==> config.mk <==
export PLATFORM = sky130hd
export DESIGN_NAME = mux4_rr_arbiter
export DESIGN_NICKNAME = d
export VERILOG_FILES = /design/src/rtl/mux4_rr_arbiter.sv
export SDC_FILE = /design/constraint.sdc
export NUM_CORES = 1
export LEC_CHECK = 0
export ABC_AREA = 1
export CORE_ASPECT_RATIO = 0.5
export CORE_UTILIZATION = 47
export DETAILED_ROUTE_END_ITERATION = 10
export PLACE_DENSITY = 0.75
export SLEW_MARGIN = 20
export SYNTH_ARGS = -nofsm -noshare
export SYNTH_HDL_FRONTEND = slang
export SYNTH_SLANG_ARGS = --single-unit
==> constraint.sdc <==
create_clock -name clk -period 2.7 [get_ports clk]
set_input_delay 0.54 -clock clk [delete_from_list [all_inputs] [get_ports clk]]
set_output_delay 0.54 -clock clk [all_outputs]
set_load 0.01 [all_outputs]
==> src/rtl/mux4_rr_arbiter.sv <==
// Round-robin arbiter granting one of four requesters ownership of a shared 4:1 mux.
// Registered one-hot grant, mux select and burst counter; ownership is capped at MAX_BURST under contention.
module mux4_rr_arbiter #(
  parameter int unsigned MAX_BURST = 4,
  parameter int unsigned CNT_W     = 4
) (
  input  logic             clk,
  input  logic             rst_n,
  input  logic [3:0]       req,
  output logic [3:0]       gnt,
  output logic [1:0]       sel,
  output logic             busy,
  output logic [CNT_W-1:0] burst_cnt
);

  typedef enum logic {IDLE, OWN} state_t;

  localparam logic [CNT_W-1:0] MAX_CNT = CNT_W'(MAX_BURST);
  localparam logic [CNT_W-1:0] ONE_CNT = CNT_W'(1);

  state_t           state_q, state_d;
  logic [3:0]       gnt_q, gnt_d;
  logic [1:0]       sel_q, sel_d;
  logic             busy_q, busy_d;
  logic [CNT_W-1:0] cnt_q, cnt_d;
  logic [1:0]       ptr_q, ptr_d;

  logic [1:0] owner;
  logic [3:0] others;
  logic [1:0] win_idle;
  logic [1:0] win_own;
  logic       leave;

  // First set bit of r, searching from p+1 and wrapping, so index p is visited last.
  function automatic logic [1:0] rr_pick(input logic [3:0] r, input logic [1:0] p);
    logic [1:0] idx;
    logic       found;
    rr_pick = p;
    found   = 1'b0;
    for (int unsigned k = 1; k <= 4; k++) begin
      idx = p + 2'(k);
      if (!found && r[idx]) begin
        rr_pick = idx;
        found   = 1'b1;
      end
    end
  endfunction

  assign owner    = sel_q;
  assign others   = req & ~(4'b0001 << owner);
  assign win_idle = rr_pick(req, ptr_q);
  assign win_own  = rr_pick(others, owner);
  assign leave    = !req[owner] || ((cnt_q == MAX_CNT) && (|others));

  always_comb begin
    state_d = state_q;
    gnt_d   = gnt_q;
    sel_d   = sel_q;
    busy_d  = busy_q;
    cnt_d   = cnt_q;
    ptr_d   = ptr_q;
    case (state_q)
      IDLE: begin
        if (|req) begin
          state_d = OWN;
          gnt_d   = 4'b0001 << win_idle;
          sel_d   = win_idle;
          busy_d  = 1'b1;
          cnt_d   = ONE_CNT;
        end
      end
      OWN: begin
        if (leave) begin
          ptr_d = owner;
          if (|others) begin
            gnt_d = 4'b0001 << win_own;
            sel_d = win_own;
            cnt_d = ONE_CNT;
          end else begin
            state_d = IDLE;
            gnt_d   = '0;
            busy_d  = 1'b0;
            cnt_d   = '0;
          end
        end else if (cnt_q == MAX_CNT) begin
          cnt_d = ONE_CNT;
        end else begin
          cnt_d = cnt_q + ONE_CNT;
        end
      end
      default: state_d = IDLE;
    endcase
  end

  always_ff @(posedge clk or negedge rst_n) begin
    if (!rst_n) begin
      state_q <= IDLE;
      gnt_q   <= '0;
      sel_q   <= '0;
      busy_q  <= 1'b0;
      cnt_q   <= '0;
      ptr_q   <= 2'd3;
    end else begin
      state_q <= state_d;
      gnt_q   <= gnt_d;
      sel_q   <= sel_d;
      busy_q  <= busy_d;
      cnt_q   <= cnt_d;
      ptr_q   <= ptr_d;
    end
  end

  assign gnt       = gnt_q;
  assign sel       = sel_q;
  assign busy      = busy_q;
  assign burst_cnt = cnt_q;

endmodule

## Yosys cells after proc, flatten, opt, wreduce, memory -nomap -nowiden

Cells that the tools add are included.

- Register bits: 14
- Output and inout bits: 11
- Logic and storage cells: 106

- $add $sub $neg: 7
- Order comparisons: 8
- Equality and inequality tests: 5
- Shift operators: 3
- Muxes and demuxes: 53
- Bitwise gates (word level): 3
- Reductions and logical operators: 21

Operator list:

| cell | count |
|---|---|
| 2-bit by 3-bit < comparator with 1-bit output, second input constant | 8 |
| 4-bit 2-to-1 mux | 6 |
| 1-bit 2-to-1 mux | 22 |
| 2-bit 2-to-1 mux | 11 |
| 1-bit binary-select mux with 2-bit select | 9 |
| 4-bit one-hot mux with 2 select lines | 2 |
| 1-bit by 2-bit << shifter with 4-bit output, first input constant | 3 |
| 2-bit adder, second input constant | 4 |
| 4-bit OR reduction | 2 |
| 1-bit logical AND | 7 |
| 1-bit zero test | 7 |
| 3-bit AND reduction | 2 |
| 2-bit by 1-bit adder with 2-bit output, second input constant | 2 |
| 4-bit by 1-bit adder with 4-bit output, second input constant | 1 |
| 4-bit AND | 1 |
| 4-bit by 3-bit == test with 1-bit output, second input constant | 1 |
| 2-bit by 1-bit != test with 1-bit output, second input constant | 2 |
| 2-bit != test, second input constant | 2 |
| 4-bit NOT | 1 |
| 1-bit one-hot mux with 2 select lines | 2 |
| 2-bit one-hot mux with 2 select lines | 1 |
| 2-bit AND reduction | 2 |
| 1-bit logical OR | 1 |
| 1-bit NOT | 1 |

## Depth between registers and ports, before layout

Gate-level depths: netlist of run 1.

- Word-level depth: 19
- Mapped depth: 16

## Least setup slack after synthesis of run 1

Ideal clock, no wire load.

- Path kind: flip-flop to flip-flop
- Start point: register sel_q[0], in the netlist sel[0]
- End point: register gnt_q[1], in the netlist gnt[1]
- Arrival: 1.851 ns
- Required time: 2.635 ns
- Slack: 0.784 ns
- Cell stages (with the launch flop): 15
- Cell sequence: dfrtp_1 inv_1 buf_4 ha_1 inv_1 nand3_2 nand2_2 nand3_1 nand2_1 nand2_1 nor2_1 nand2_1 nand2_1 nand2_1 nand2_1

- Word-level cells in the longest chain between the ends: 19

RTL lines:

| element | RTL line | text |
|---|---|---|
| from (decl) | 23 | `logic [1:0] sel_q, sel_d;` |
| from (signal assigned) | 106 | `sel_q <= sel_d;` |
| branches (longest 19 deep; another with 2-bit by 1-bit adder with 2-bit output) | - |  |
| to (signal assigned) | 105 | `gnt_q <= gnt_d;` |
| to (decl) | 22 | `logic [3:0] gnt_q, gnt_d;` |

Parallel ways; which one is timed is not known. The select of a mux whose other input is x is not followed.
A chain may end at the register's enable or synchronous reset.

## Final worst setup path of run 1

- Start point: register sel_q[1], in the netlist sel[1]
- End point: register gnt_q[1], in the netlist gnt[1]

The elaborated chain is that of the path after synthesis.

==> results.md, run 1 <==
- Final Setup Violations: 0
- CTS buffer count: 3
- Buffer depth of the longest clock path: 2
- Vias per inst: ~5.0
- Slew margin rel.: 0.578
- FF-to-FF Start: sel[1]
- Worst reg-to-reg setup slack: 570 ps
- Setup TNS: 0 ps
- Min Clock Period, post-route: ~2100 ps
- Crit. End Element: register
- Crit. Startpoint: sel[1]
- Overflow after GRT: 0
- Std-Cell Core Area: approximately 0.0027 mm^2
- Pre-CTS setup slack: about 400 ps
- Top FF cell, synth: dfrtp_1
- Initial antenna violation count: 0
- Slew Viols, Final: 0
- Fin crit share: 0.790
- Switching Power: 1.35 mW
- Clk sinks: 14
- Layout cells sized above 1: 0.130
- Seq. cell area: around 350 um^2
- DIE AREA: 0.00320 mm^2
- Initial DRC count: ~100
- Fin area: 0.00165 mm^2
- Placed Area: 0.00159 mm^2
- H-tree Lvls: 1
- WP data required: approximately 2900 ps
- Critical Path Source Type: register
- Post-Syn Instances: about 220
- Rows: 13
- Fill cells: roughly 250
- Worst vdd ir: approximately 0.00063 V
- Final hold vios: 0
- Synth top area cells: nand2_1 25%, dfrtp_1 22%, nand3_1 9.3%
- RSZ-0062 raised after global routing: no
- Clock transition at path regs: ~60 ps
- Final worst slack: ~570 ps
- Fmax: roughly 470 MHz
- Outcome: finished clean
- Seq/Total Area, Yosys: 0.253
- GRT Util Overall: 0.211
- Worst-Skew Late Latency: between 200 and 250 ps
- CTS Root Cell: clkbuf_8
- Power Total: about 2.5 mW
- Seq pwr share: 0.173
- RR Endpoint: gnt[1]
- Cell with the most instances after synthesis: nand2_1
- Crit Path Class: register to register
- Synth warn: 0
- Residual DRC: 0
- Flops & latches, synth: 14
- Area of the multi-input gates: just over 900 um^2
- Worst r2r path cells: 13
- Setup Skew: approximately 1.4 ps
- Post-synth cell types: 25
- Critical-path maximum fanout: 7
- TritonCTS clock tree: done
- First-pass GRT wire length: 5130 um
- Pwr dens: 1490 mW/mm^2
- Cell Int Power: ~1.1 mW
- Buffers on Ports: 16
- Final hold slack: approximately 500 ps
- Router iterations before antenna repair: 4
- PostCTS Resize Cnt: 0
- Gpl congestion: 0.922
- Number of global-route vias before repair: between 1000 and 1500
- Tightest Hold Check Type: register to register
- Post-synth EDFFs: 0
- Yosys top cell area share: 0.245
- Syn_nets: between 200 and 250
- Synth top cells by count: 91 x nand2_1, 26 x nand3_1, 21 x inv_1
- # Post-CTS Setup Buffers: 0
- Combinational power share: 0.745
- Largest net degree at the start of global routing: 15
- Switching Fraction: 0.551
- # hold bufs at CTS: 0
- Clock network fraction of design power: 0.082
- Via count: roughly 1400
- Static Leak: between 0.8 and 0.9 nW
- Synth-to-layout area growth: 18.2%
- WL/cell: between 10 and 15 um
- WP data arrival: ~2300 ps
- Die Span X: 79.0 um
- Syn Area/Cell: 6.36 um^2
- Post-route antenna net violation count: 0
- Detail Placement HPWL: 2420 um
- Ant. Diodes: 0
- Critical path destination: gnt[1]
- Final WL: about 3100 um
- Initial Utilization: 0.516
- Yosys top cell by area: nand2_1
- Maxcap violations: 0
- I/O pin total: 17
- Async S/R FF share, synth: 1.00
- Post-Syn Area: around 0.0014 mm^2
- Slew @ Worst Pin: around 630 ps
- Die Y-Extent: 40.5 um
- Final net count: between 200 and 300
[power groups by stage]
stage	clock [mW]	combinational, mW	sequential (mW)
floorplan	0	1.40	0.418
global placement	0	1.81	0.425
detailed placement	0	1.82	0.425
CTS	0.203	1.83	0.425
global route	0.211	2.08	0.441
finish	0.201	1.83	0.426
[layer usage]
layer | up-vias | part of all wire | global-route usage
li1 | 735 | - | -
met1 | 603 | 0.53 | 0.306
met2 | 26 | 0.43 | 0.351
met3 | 2 | 0.039 | 0.0159
met4 | 0 | 0.0016 | 0.0409
met5 | - | 0 | 0
[kinds of logic after synthesis]
kind of cell,count (synthesis),share of synthesized area
DFF,14,0.253
buffers and inverters,27,0.0844
adders and majority gates,6,0.0539
xor gates and xnor gates,1,0.00628
and+or+nand+nor,151,0.524
AOI/OAI and AO/OA,20,0.0781
[placed cells by master, fill, tap and decap left out]
cell type,n
inv_2,1
buf_4,2
clkdlybuf4s50_1,16
a21boi_0,1
clkinv_1,1
ha_1,6
nand3_1,26
a211oi_1,1
nand2_4,7
a21oi_1,5
nand3_2,4
o21ai_1,4
clkbuf_8,4
o31ai_1,1
o22ai_1,1
inv_6,1
o21ai_0,7
nand4_1,4
dfstp_2,2
nor2_1,9
xnor2_1,1
nand2_1,91
nand2_2,8
dfrtp_1,12
nor2_4,1
nor2_8,1
inv_1,21
[sequential cells by signal, summed over array words and instances, names as in the netlist]
register / flops
busy: 1
ptr_q: 2
sel: 2
state_q: 1
burst_cnt: 4
gnt: 4
[per-stage QoR]
step / instances / utilization
global placement: 271 / 0.590
floorplan: 219 / -
CTS: 275 / 0.610
detailed placement: 271 / 0.590
global route: 275 / 0.610
finish: 275 / 0.610
[final cells by class]
cell class                 instances  area share
timing repair buffer              18       0.106
inverter                          24      0.0577
multi-input combinational        178       0.560
tap                               37      0.0281
sequential                        14       0.214
clock buffer                       4      0.0334
[critical path, stage by stage, from the launching register on]
cell     delay (ps)
dfrtp_1         470
inv_1           190
ha_1            370
inv_1           160
nand3_2         110
nand2_2         110
nand3_1         100
nand2_1          70
nand2_1         100
nor2_1          140
nand2_1          70
nand2_1          60
nand2_1          50
nand2_1          60
[worst min-delay path by stage]
stage	end	cells past startpoint	startpoint	slack, ps
after global placement	gnt[1]	2	gnt[1]	470
after detailed placement	gnt[1]	2	gnt[1]	470
after global routing	gnt[1]	2	gnt[1]	520
after CTS	gnt[0]	2	gnt[0]	490
after floorplan	burst_cnt[0]	0	rst_n	240
final	gnt[0]	2	gnt[0]	490
(Power assumes the default switching activity.)
==> inputs of run 2 (changes only) <==
==> constraint.sdc (replaced) <==
create_clock -name clk -period 2.13 [get_ports clk]
set_input_delay 0.426 -clock clk [delete_from_list [all_inputs] [get_ports clk]]
set_output_delay 0.426 -clock clk [all_outputs]
set_load 0.01 [all_outputs]
==> results.md, run 2 (synthesized netlist as in run 1, its figures left out) <==
- Clock transition at path regs: 60 ps (about the same)
- CTS buffer count: 3 (unchanged)
- Residual DRC: 0 (unchanged)
- DIE AREA: 0.00320 mm^2 (unchanged)
- FF-to-FF Start: sel[0] (was sel[1])
- Post-route antenna net violation count: 0 (unchanged)
- Ant. Diodes: 0 (unchanged)
- Worst path slowest cell: dfrtp_1 (unchanged)
- Maxcap violations: 0 (unchanged)
- Largest net degree at the start of global routing: 15 (unchanged)
- Number of global-route vias before repair: 1205 (was 1175)
- Min Clock Period, post-route: 1970 ps (was 2130 ps)
- Static Leak: 0.934 nW (was 0.890 nW)
- Detail Placement HPWL: 2460 um (was 2420 um)
- Worst path bufs/invs: 2 (unchanged)
- Grt met1 use: 0.285 (was 0.306)
- GRT Util Overall: 0.213 (was 0.211)
- Critical Path Source Type: register (unchanged)
- WP data required: 2320 ps (was 2880 ps)
- Final net count: 260 (was 251)
- Slowest stage delay, CP: 410 ps (was 470 ps)
- Global-route layer with the greatest usage: met2 (unchanged)
- RR Endpoint: gnt[3] (was gnt[1])
- Met2 Usage GRT: 0.375 (was 0.351)
- Worst r2r path cells: 15 (was 13)
- Synth-to-layout area growth: 23.8% (was 18.2%)
- Vias per inst: 5.00 (was 4.97)
- Hold Crit Depth: 2 (unchanged)
- WL/cell: 11.1 um (was 11.2 um)
- Most frequent cells in the layout: 90 x nand2_1, 25 x nand3_1, 20 x inv_1, 16 x clkdlybuf4s50_1, 12 x dfrtp_1 (was 91 x nand2_1, 26 x nand3_1, 21 x inv_1, 16 x clkdlybuf4s50_1, 12 x dfrtp_1)
- Worst Hold End: gnt[3] (was gnt[0])
- Worst vdd ir: 0.000924 V (was 0.000633 V)
- M3 GR Usage: 0.0205 (was 0.0159)
- Buffer depth of the longest clock path: 2 (unchanged)
- Rows: 13 (unchanged)
- Cell Int Power: 1.53 mW (was 1.10 mW)
- Via count: 1421 (was 1366)
- Layout cells sized above 1: 0.178 (was 0.130)
- Outcome: finished clean (unchanged)
- Fill cells: 239 (was 246)
- # Post-CTS Setup Buffers: 0 (unchanged)
- Router iterations before antenna repair: 5 (was 4)
- Power Total: 3.29 mW (was 2.46 mW)
- Switching Fraction: 0.536 (was 0.551)
- Seq pwr share: 0.159 (was 0.173)
- Worst reg-to-reg setup slack: 160 ps (was 570 ps)
- Gpl congestion: 0.884 (was 0.922)
- Crit. End Element: register (unchanged)
- Switching Power: 1.76 mW (was 1.35 mW)
- Crit Path Class: register to register (unchanged)
- WP data arrival: 2160 ps (was 2310 ps)
- Cell Chain, Critical Path: buf_4 -> ha_1 -> inv_1 -> nand3_2 -> nand3_1 -> nand2_2 -> nand2_1 -> nand2_1 -> nand2_1 -> nand2_1 -> nor2_2 -> nand2_1 -> nand2_1 -> nand2_1 -> nand2_1 (was inv_1 -> ha_1 -> inv_1 -> nand3_2 -> nand2_2 -> nand3_1 -> nand2_1 -> nand2_1 -> nor2_1 -> nand2_1 -> nand2_1 -> nand2_1 -> nand2_1)
- H-tree Lvls: 1 (unchanged)
- TritonCTS clock tree: done (unchanged)
- Fmax: 508 MHz (was 469 MHz)
- Most used cell, CP: nand2_1 (unchanged)
- Final WL: 3160 um (was 3080 um)
- Most common cell after layout, fill and taps aside: nand2_1 (unchanged)
- Pwr dens: 1910 mW/mm^2 (was 1490 mW/mm^2)
- Buffers on Ports: 16 (unchanged)
- Combinational power share: 0.761 (was 0.745)
- Fin crit share: 0.925 (was 0.790)
- Setup Skew: 1.04 ps (was 1.39 ps)
- Initial DRC count: 102 (was 103)
- CTS Root Cell: clkbuf_8 (unchanged)
- Overflow after GRT: 0 (unchanged)
- Worst-Skew Late Latency: 250 ps (was 240 ps)
- Tightest Hold Check Type: register to register (unchanged)
- Die Y-Extent: 40.5 um (unchanged)
- I/O pin total: 17 (unchanged)
- Hold Startpoint: gnt[3] (was gnt[0])
- # hold bufs at CTS: 0 (unchanged)
- Final hold vios: 0 (unchanged)
- Core Util, Final: 0.639 (was 0.610)
- Final Setup Violations: 0 (unchanged)
- First-pass GRT wire length: 5120 um (was 5130 um)
- Clock network fraction of design power: 0.080 (was 0.082)
- CP delay by family, top: simple AND/OR/NAND/NOR gates (unchanged)
- Die Span X: 79.0 um (unchanged)
- Initial antenna violation count: 0 (unchanged)
- Slew Viols, Final: 0 (unchanged)
- Initial Utilization: 0.516 (unchanged)
- Std-Cell Core Area: 0.00270 mm^2 (unchanged)
- Crit. Startpoint: sel[0] (was sel[1])
- Final hold slack: 493 ps (was 486 ps)
- Critical-path maximum fanout: 6 (was 7)
- Clk sinks: 14 (unchanged)
- Slew @ Worst Pin: 613 ps (was 631 ps)
- Slew margin rel.: 0.590 (was 0.578)
-- run 2: cell count changes in the layout (fill, tap and decap cells not counted), sizes merged --
cell,delta
buf,+9
-- run 2: power by group through the flow --
stage          Sequential (mW)  Clock [mW]  Combinational, mW
3_5_place_dp             0.523           0               2.46
2_1_floorplan            0.529           0               1.78
3_3_place_gp             0.523           0               2.43
6_report                 0.523       0.262               2.50
4_1_cts                  0.523       0.262               2.48
5_1_grt                  0.541       0.276               2.82
-- run 2: how the worst max path moves through the flow --
| stage | end | slack (ps) | depth (start not counted) |
|---|---|---|---|
| floorplan | gnt[1] | 210 | 14 |
| global placement | gnt[3] | -10 | 14 |
| detailed placement | gnt[3] | -30 | 13 |
| CTS | gnt[3] | 140 | 13 |
| global route | gnt[3] | -10 | 15 |
| finish | gnt[3] | 160 | 15 |
-- run 2: what timing repair did --
action                                  CTS  global route
gates resized for setup                   0             4
endpoints found under the setup margin    0             4
hold endpoints to repair                  0             0
-- run 2: worst reg2reg max path: cells and delay by family (launching register included) --
kind / cells / cell delay [ps]
AND/OR/NAND/NOR: 12 / 1040
flip-flops: 1 / 410
adder cells (fa/ha/maj): 1 / 190
buffers and inverters: 2 / 280
-- run 2: layout make-up --
| class | count | area (um^2) | share of cell area |
|---|---|---|---|
| Timing Repair Buffer | 27 | 243 | 0.141 |
| Multi-Input combinational cell | 178 | 933 | 0.541 |
| Tap cell | 37 | 46.3 | 0.0268 |
| Sequential cell | 14 | 353 | 0.204 |
| Inverter | 24 | 95.1 | 0.0551 |
| Clock buffer | 4 | 55.1 | 0.0319 |
-- run 2: routing by layer --
layer / routed length [um] / part of all wire
met5: 0 / 0
met4: 29 / 0.0092
met3: 88 / 0.028
met2: 1400 / 0.44
met1: 1630 / 0.52
-- run 2: metrics by stage --
step	setup WS, ps	cells	setup TNS [ps]	cell area (um^2)
after detailed placement	-29.9	280	-114	1660
after floorplan	214	219	0	1390
after global routing	-13.0	284	-14.3	1730
after CTS	140	284	0	1720
after global placement	-13.2	280	-26.5	1660
final	161	284	0	1730
